**config.mk**
```make
export PLATFORM = sky130hd
export DESIGN_NAME = decode_stage
export DESIGN_NICKNAME = d
export VERILOG_FILES = /design/src/rtl/decode_stage.sv
export SDC_FILE = /design/constraint.sdc
export NUM_CORES = 1
export LEC_CHECK = 0
export ABC_AREA = 1
export CORE_ASPECT_RATIO = 1.25
export CORE_UTILIZATION = 25
export CTS_CLUSTER_DIAMETER = 60
export DETAILED_ROUTE_END_ITERATION = 7
export PLACE_DENSITY = 0.57
export SLEW_MARGIN = 0
export SYNTH_ARGS = -nofsm -noshare
export SYNTH_HDL_FRONTEND = slang
export SYNTH_SLANG_ARGS = --single-unit
```
**constraint.sdc**
```tcl
create_clock -name clock -period 1.95 [get_ports clock]
set_input_delay 0.2925 -clock clock [delete_from_list [all_inputs] [get_ports clock]]
set_output_delay 0.2925 -clock clock [all_outputs]
set_load 0.01 [all_outputs]
```
**src/rtl/decode_stage.sv**
```systemverilog
// Instruction-decode pipeline stage: holds one fetched instruction, drives
// register-file read addresses, resolves operands through EX/MEM/WB bypass,
// stalls on load-use hazards and hands off to execute via valid/allowin.
module decode_stage #(
  parameter logic [31:0] RESET_PC = 32'h0000_0000
) (
  input  logic        clock,
  input  logic        reset_n,
  input  logic        fetch_valid,
  input  logic [31:0] fetch_pc,
  input  logic [31:0] fetch_instruction,
  output logic        decode_allowin,
  input  logic        flush,
  output logic [4:0]  read_address_1,
  input  logic [31:0] read_data_1,
  output logic [4:0]  read_address_2,
  input  logic [31:0] read_data_2,
  input  logic        execute_valid,
  input  logic        execute_write_enabled,
  input  logic        execute_is_load,
  input  logic [4:0]  execute_write_address,
  input  logic [31:0] execute_write_data,
  input  logic        memory_valid,
  input  logic        memory_write_enabled,
  input  logic [4:0]  memory_write_address,
  input  logic [31:0] memory_write_data,
  input  logic        writeback_valid,
  input  logic        writeback_write_enabled,
  input  logic [4:0]  writeback_write_address,
  input  logic [31:0] writeback_write_data,
  input  logic        execute_allowin,
  output logic        decode_valid_out,
  output logic [31:0] pc_out,
  output logic [31:0] instruction_out,
  output logic [31:0] operand_1,
  output logic [31:0] operand_2,
  output logic [4:0]  destination_out
);

  logic        valid_q;
  logic [31:0] pc_q;
  logic [31:0] instr_q;

  logic [4:0]  rs;
  logic [4:0]  rt;
  logic [5:0]  opcode;
  logic        ex_hit_enable;
  logic        mem_hit_enable;
  logic        wb_hit_enable;
  logic        load_use;
  logic        ready_go;

  assign rs     = instr_q[25:21];
  assign rt     = instr_q[20:16];
  assign opcode = instr_q[31:26];

  assign ex_hit_enable  = execute_valid & execute_write_enabled;
  assign mem_hit_enable = memory_valid & memory_write_enabled;
  assign wb_hit_enable  = writeback_valid & writeback_write_enabled;

  // Priority bypass: r0 is hard zero, then youngest producer wins.
  function automatic logic [31:0] resolve(input logic [4:0]  src,
                                          input logic [31:0] rf_data,
                                          input logic        ex_en,
                                          input logic [4:0]  ex_addr,
                                          input logic [31:0] ex_data,
                                          input logic        mem_en,
                                          input logic [4:0]  mem_addr,
                                          input logic [31:0] mem_data,
                                          input logic        wb_en,
                                          input logic [4:0]  wb_addr,
                                          input logic [31:0] wb_data);
    logic [31:0] r;
    if (src == 5'd0)                      r = '0;
    else if (ex_en && ex_addr == src)     r = ex_data;
    else if (mem_en && mem_addr == src)   r = mem_data;
    else if (wb_en && wb_addr == src)     r = wb_data;
    else                                  r = rf_data;
    return r;
  endfunction

  // Load-use hazard: both rs and rt are treated as sources.
  always_comb begin
    load_use = valid_q && ex_hit_enable && execute_is_load &&
               (execute_write_address != 5'd0) &&
               ((execute_write_address == rs) || (execute_write_address == rt));
    ready_go         = !load_use;
    decode_allowin   = !valid_q || (ready_go && execute_allowin);
    decode_valid_out = valid_q && ready_go;
  end

  // Operand resolution from the held instruction plus bypass inputs.
  always_comb begin
    operand_1 = resolve(rs, read_data_1,
                        ex_hit_enable, execute_write_address, execute_write_data,
                        mem_hit_enable, memory_write_address, memory_write_data,
                        wb_hit_enable, writeback_write_address, writeback_write_data);
    operand_2 = resolve(rt, read_data_2,
                        ex_hit_enable, execute_write_address, execute_write_data,
                        mem_hit_enable, memory_write_address, memory_write_data,
                        wb_hit_enable, writeback_write_address, writeback_write_data);
  end

  // Destination register decode: R-type -> rd, JAL -> r31, else rt.
  always_comb begin
    destination_out = rt;
    case (opcode)
      6'b000000: destination_out = instr_q[15:11];
      6'b000011: destination_out = 5'd31;
      default:   destination_out = rt;
    endcase
  end

  // Stage register; flush kills valid but leaves pc/instruction untouched.
  always_ff @(posedge clock or negedge reset_n) begin
    if (!reset_n) begin
      valid_q <= 1'b0;
      pc_q    <= RESET_PC;
      instr_q <= '0;
    end else begin
      if (flush)
        valid_q <= 1'b0;
      else if (decode_allowin)
        valid_q <= fetch_valid;
      if (fetch_valid && decode_allowin && !flush) begin
        pc_q    <= fetch_pc;
        instr_q <= fetch_instruction;
      end
    end
  end

  assign read_address_1  = rs;
  assign read_address_2  = rt;
  assign pc_out          = pc_q;
  assign instruction_out = instr_q;

endmodule

```
==> results.json, run 1 <==
{
  "p_leak_nw": 7.46,
  "hold_ws_ns": 0.367,
  "synth_largest_area_cell": "dfrtp_1",
  "total_power_mw": 7.96,
  "setup_violations": 122,
  "numCtsBuffers": 9,
  "ant_nets": 0,
  "worstHoldPathType": "primary input to asynchronous set/reset pin",
  "seq_area_frac_synth": 0.244,
  "min_period_ns": 2.51,
  "r2r_slack_ns": -0.08,
  "route.detailed.drc": 1,
  "drive_above_1_share": 0.326,
  "slew_headroom": 0.758,
  "area_growth_pct": 115,
  "clkSinkCount": 65,
  "fin_crit_sh": 1.29,
  "h-tree-depth": 3,
  "drt_first_pass_iters": 8,
  "syn_inst": 1165,
  "synth.avg_cell_area_sq_um": 5.72,
  "core-area_sq_mm": 0.0261,
  "die_x_microns": 148,
  "grt_pass1_vias": 9499,
  "rows": 66,
  "worstSkewPairLatency_ns": 0.33,
  "num_vias": 10309,
  "setup_slack_ns": -0.558,
  "nFillCells": 2518,
  "netlist.area_leader.share": 0.244,
  "grt.total_usage": 0.252,
  "num_antenna_cells": 0,
  "drt_iter0_drc": 655,
  "antenna_found_initial": 1,
  "cts_buffer_depth": 2,
  "ys_warn_count": 0,
  "peakVddDrop_v": 0.000479,
  "hpwl_mm": 24.8,
  "critical_path_class": "flop to output pin",
  "start_util": 0.256,
  "clock-root-buffer": "clkbuf_16",
  "clkTransAtPathRegs_ns": 0.06,
  "netlist_top_cells_area": "dfrtp_1, nand2_1, nand3_1",
  "drv_slew": 0,
  "grt_pass1_wl_mm": 52.9,
  "gp_congestion": 1.02,
  "hold_viol_final": 0,
  "finClkSkew_ns": 0.0104,
  "die_area_sq_mm": 0.0273,
  "power_density_mw_per_mm2": 556,
  "synth_ff_type": "dfrtp_1",
  "synth-seq-cells": 65,
  "arrival_ns": 2.22,
  "synth.cell_area_sq_mm": 0.00667,
  "avgViaCountPerCell": 5.12,
  "postSynth.asyncResetShare": 1.00,
  "drt-total-wl_mm": 41.4,
  "synth_common_cells": "nand2_1, inv_1, nand3_1, nand4_1",
  "grt-ovfl-total": 0,
  "startpoint_type": "flop",
  "fmax_ghz": 0.399,
  "crit_path_end_kind": "output pin",
  "rsz0062_at_grt": "yes",
  "ys_types": 26,
  "violations": "design-rule violations, negative setup slack",
  "final_nets": 1921,
  "routedWlPerCell_microns": 20.6,
  "num_io_pins": 396,
  "synth_nets": 1416,
  "cts_tree": "yes",
  "cap_violations": 0,
  "grt_max_degree": 65,
  "worst-path-max-fanout": 18,
  "die_h_microns": 185,
  "worst_pin_slew_ns": 0.363,
  "outcome": "complete, but fails checks",
  "worstPathRequired_ns": 1.66,
  "yosysMostFrequentCell": "nand2_1",
  "io_buffers": 395,
  "synth_edf_count": 0
}
## path summary, 6_finish.rpt
path | start | to | cells past startpoint
worst max register to register | instruction_out[21] | instruction_out[18] | 16
min in group clock | instruction_out[9] | instruction_out[9] | 2
worst min-delay path | reset_n | pc_out[9] | 2
worst min register to register | instruction_out[9] | instruction_out[9] | 2
max in group asynchronous | reset_n | instruction_out[16] | 3
worst max-delay path | instruction_out[21] | operand_1[17] | 12
## worst max-delay path, stage by stage (launching register included)
cell	delay (ns)
dfrtp_2	0.42
buf_4	0.13
buf_4	0.11
nor2_4	0.04
nor3_4	0.17
buf_4	0.26
buf_12	0.18
nand4_1	0.11
nand3_1	0.11
nand3_1	0.08
nand2_1	0.09
inv_1	0.04
buf_2	0.13
## layout make-up
type / count / area [sq um] / share of cell area
timing repair buffer: 582 / 6240 / 0.436
multi-input combinational: 758 / 4730 / 0.331
sequential: 65 / 1640 / 0.114
inverter: 254 / 958 / 0.0669
tap: 340 / 425 / 0.0297
clock buffer: 9 / 225 / 0.0157
clock inverter: 7 / 101 / 0.00708
## flip-flops by register name, summed over array words and instances, names as in the netlist
| name | cells |
|---|---|
| instruction_out | 32 |
| valid_q | 1 |
| pc_out | 32 |
## what timing repair did
| item | 4_1_cts | 5_1_grt |
|---|---|---|
| cloned | 5 | 28 |
| endpoints found under the setup margin | 139 | 138 |
| hold endpoints to repair | 9 | 0 |
| pin swaps | 6 | 81 |
| gates resized for setup | 231 | 474 |
| hold buffers | 1 | 0 |
| buffers inserted | 14 | 54 |
## layer usage
| metal | vias up | track usage | part of all wire | routed length [microns] |
|---|---|---|---|---|
| met2 | 710 | 0.445 | 0.49 | 20100 |
| li1 | 4681 | - | - | - |
| met5 | - | 0 | 0.00029 | 12 |
| met4 | 2 | 0.121 | 0.057 | 2370 |
| met3 | 149 | 0.0480 | 0.10 | 4260 |
| met1 | 4767 | 0.290 | 0.35 | 14700 |
## layout by cell type, fill, tap and decap left out, types with 46 or more instances in the layout
| cell | count |
|---|---|
| nand3_1 | 119 |
| nand2_1 | 271 |
| clkdlybuf4s50_1 | 310 |
| dfrtp_1 | 58 |
| buf_6 | 68 |
| inv_1 | 234 |
| buf_4 | 77 |
| nand2_2 | 46 |
| nand3_2 | 109 |
| nand4_1 | 67 |
## stage by stage
stage                     utilization  setup TNS (ns)  cell area (sq um)  setup slack (ns)  cells
after floorplan                     -               0               6670            0.0677   1165
after global placement          0.445          -77.43              11600            -0.979   1901
after detailed placement        0.445          -80.90              11600            -0.963   1901
after CTS                       0.472          -50.47              12300            -0.769   1937
after global routing            0.549          -47.35              14300            -0.676   2015
final                           0.549          -33.15              14300            -0.558   2015
## where the power goes
| part | leakage [nW] | internal, mW | switching [mW] | total (mW) |
|---|---|---|---|---|
| sequential | 0.797 | 1.55 | 0.171 | 1.72 |
| clock | 0.158 | 1.14 | 0.663 | 1.80 |
| combinational | 6.50 | 2.28 | 2.16 | 4.44 |
| total | 7.46 | 4.96 | 2.99 | 7.96 |
## cell families (layout without fill, tap and decap cells)
| group | Yosys count | in the layout | synth area share |
|---|---|---|---|
| flip-flops | 65 | 65 | 0.244 |
| buffers and inverters | 343 | 852 | 0.211 |
| XOR/XNOR | 8 | 8 | 0.0105 |
| AND/OR/NAND/NOR | 669 | 670 | 0.472 |
| AO/OA/AOI/OAI | 80 | 80 | 0.0629 |
No activity file was read; power rests on OpenSTA's default activity.
==> run 2: changes to the inputs <==
--- a/config.mk
+++ b/config.mk
@@ -8,6 +8,7 @@
 export ABC_AREA = 1
 export CORE_ASPECT_RATIO = 1.25
 export CORE_UTILIZATION = 25
+export CTS_BUF_LIST = sky130_fd_sc_hd__clkbuf_16
 export CTS_CLUSTER_DIAMETER = 60
 export DETAILED_ROUTE_END_ITERATION = 7
 export PLACE_DENSITY = 0.57
==> results of run 2 <==
No change in the layout: final DEF, timing and power equal those of run 1.
==> run 3: changes to the inputs <==
--- a/config.mk
+++ b/config.mk
@@ -12,6 +12,7 @@
 export CTS_CLUSTER_DIAMETER = 60
 export DETAILED_ROUTE_END_ITERATION = 7
 export PLACE_DENSITY = 0.57
+export RECOVER_POWER = 100
 export SLEW_MARGIN = 0
 export SYNTH_ARGS = -nofsm -noshare
 export SYNTH_HDL_FRONTEND = slang
==> run 3 against run 2 <==
  * The run ends with negative setup slack left
  * Sequential power barely moved
  * Worst hold slack improved by 0.095 ns
  * Core utilization down 0.18 points
  * Critical path type unchanged
  * Total power fell by 1.2%
==> results.json, run 3 (synthesis results as in run 1) <==
{
  "area_growth_pct": 114,
  "rsz0062_at_grt": "yes",
  "cts_buffer_depth": 2,
  "crit_buf_inv": 7,
  "setup_slack_ns": -0.554,
  "finClkSkew_ns": 0.0117,
  "critical_path_class": "flop to output pin",
  "drive_above_1_share": 0.322,
  "min_period_ns": 2.50,
  "arrival_ns": 2.21,
  "cts_tree": "yes",
  "worst-path-max-fanout": 8,
  "core-area_sq_mm": 0.0261,
  "crit_path_end_kind": "output pin",
  "outcome": "complete, but fails checks",
  "violations": "negative setup slack",
  "grt_pass1_vias": 9499,
  "hold_viol_final": 0,
  "crit_path_max_incr_delay_ns": 0.43,
  "drv_slew": 0,
  "clock-root-buffer": "clkbuf_16",
  "r2r-start": "instruction_out[19]",
  "die_x_microns": 148,
  "final_nets": 1921,
  "dp.cells": 1901,
  "drt_iter0_drc": 654,
  "grt-ovfl-total": 0,
  "setup_violations": 135,
  "rows": 66,
  "worstHoldPathType": "flop to flop",
  "ant_nets": 0,
  "hold_ws_ns": 0.462,
  "worst_pin_slew_ns": 0.854,
  "start_util": 0.256,
  "slew_headroom": 0.431,
  "grt.total_usage": 0.252,
  "final_common_cell": "nand2_1",
  "antenna_found_initial": 1,
  "clkSinkCount": 65,
  "worstSkewPairLatency_ns": 0.33,
  "grt_pass1_wl_mm": 52.9,
  "fin_cells": 2015,
  "path_depth": 11,
  "path_delay_family": "buffers and inverters",
  "startpoint_type": "flop",
  "numCtsBuffers": 9,
  "critical_path.slowest_cell": "dfrtp_1",
  "h-tree-depth": 3,
  "cp_cell_sequence": "buf_6 > xnor2_2 > nand4_4 > buf_12 > buf_16 > buf_12 > o21ai_2 > inv_1 > nand2_1 > inv_1 > buf_2",
  "grt_max_degree": 65,
  "cap_violations": 0,
  "cp-endpoint": "operand_1[21]",
  "hpwl_mm": 24.8,
  "die_h_microns": 185,
  "routedWlPerCell_microns": 20.5,
  "num_vias": 10276,
  "drt-total-wl_mm": 41.3,
  "p_leak_nw": 7.47,
  "fin_crit_sh": 1.28,
  "drt_first_pass_iters": 5,
  "peakVddDrop_v": 0.000468,
  "num_io_pins": 396,
  "num_antenna_cells": 0,
  "rr_worst_depth": 13,
  "route.detailed.drc": 0,
  "worstReg2RegEnd": "instruction_out[15]",
  "die_area_sq_mm": 0.0273,
  "clkTransAtPathRegs_ns": 0.06,
  "avgViaCountPerCell": 5.10,
  "worstPathRequired_ns": 1.66,
  "nFillCells": 2528,
  "power_density_mw_per_mm2": 551,
  "gp_congestion": 1.02,
  "io_buffers": 395,
  "r2r_slack_ns": -0.13,
  "crit_start": "instruction_out[25]",
  "final_cell_mix": "nand2_1, clkdlybuf4s50_1, inv_1, nand3_1, nand3_2",
  "fmax_ghz": 0.399
}
## run 3: cell types whose count changed in the layout (fill, tap and decap cells not counted), sizes merged
cell / before / now
buf: 232 / 224
clkdlybuf4s25: 0 / 2
dlygate4sd3: 1 / 61
dlymetal6s2s: 12 / 9
clkbuf: 33 / 42
clkdlybuf4s50: 310 / 250
## run 3: worst min-delay path by stage
stage | slack, ns | from | cells past startpoint | endpoint
final | 0.46 | instruction_out[9] | 2 | instruction_out[9]
after global placement | 0.19 | reset_n | 1 | pc_out[9]
after detailed placement | 0.19 | reset_n | 1 | pc_out[9]
after global routing | 0.50 | instruction_out[10] | 2 | instruction_out[10]
after floorplan | -0.003 | reset_n | 0 | instruction_out[0]
after CTS | 0.36 | reset_n | 2 | pc_out[9]
## run 3: what timing repair did
item	in CTS	in global routing
buffers inserted	14	54
hold endpoints to repair	9	0
pin swaps	6	81
hold buffers	1	0
gates resized for setup	231	474
endpoints found under the setup margin	139	138
gates cloned	5	28
## run 3: worst min-delay path, cell delays in order, from the launching register on
cell and delay, ns:
dfrtp_1 0.34, nand2_1 0.05, nand2_1 0.04
## run 3: routing by layer
metal | GRT usage | part of all wire | vias to the layer above
li1 | - | - | 4682
met1 | 0.290 | 0.35 | 4735
met2 | 0.445 | 0.48 | 694
met3 | 0.0480 | 0.10 | 163
met4 | 0.121 | 0.061 | 2
met5 | 0 | 0.00029 | -
## run 3: layout make-up
cell class | count | area (sq um) | area share
repair buffers | 582 | 6200 | 0.434
multi-input cells | 758 | 4730 | 0.332
flip-flops and latches | 65 | 1630 | 0.114
inverters | 254 | 958 | 0.0671
clock buffers | 9 | 225 | 0.0158
clock inverters | 7 | 101 | 0.00710
well taps | 340 | 425 | 0.0298
## run 3: where the power goes
group,internal [mW],switching (mW),total [mW]
Sequential,1.55,0.162,1.71
Clock,1.14,0.668,1.80
Combinational,2.19,2.16,4.35
Total,4.88,2.99,7.86
## run 3: per-stage QoR
step,area (sq um),setup WS (ns),power (mW),utilization,TNS (ns)
floorplan,6670,0.0677,3.11,-,0
global placement,11600,-0.979,5.34,0.445,-77.43
detailed placement,11600,-0.963,5.34,0.445,-80.90
CTS,12300,-0.769,7.27,0.472,-50.47
global route,14300,-0.676,8.27,0.547,-52.57
finish,14300,-0.554,7.86,0.547,-37.44
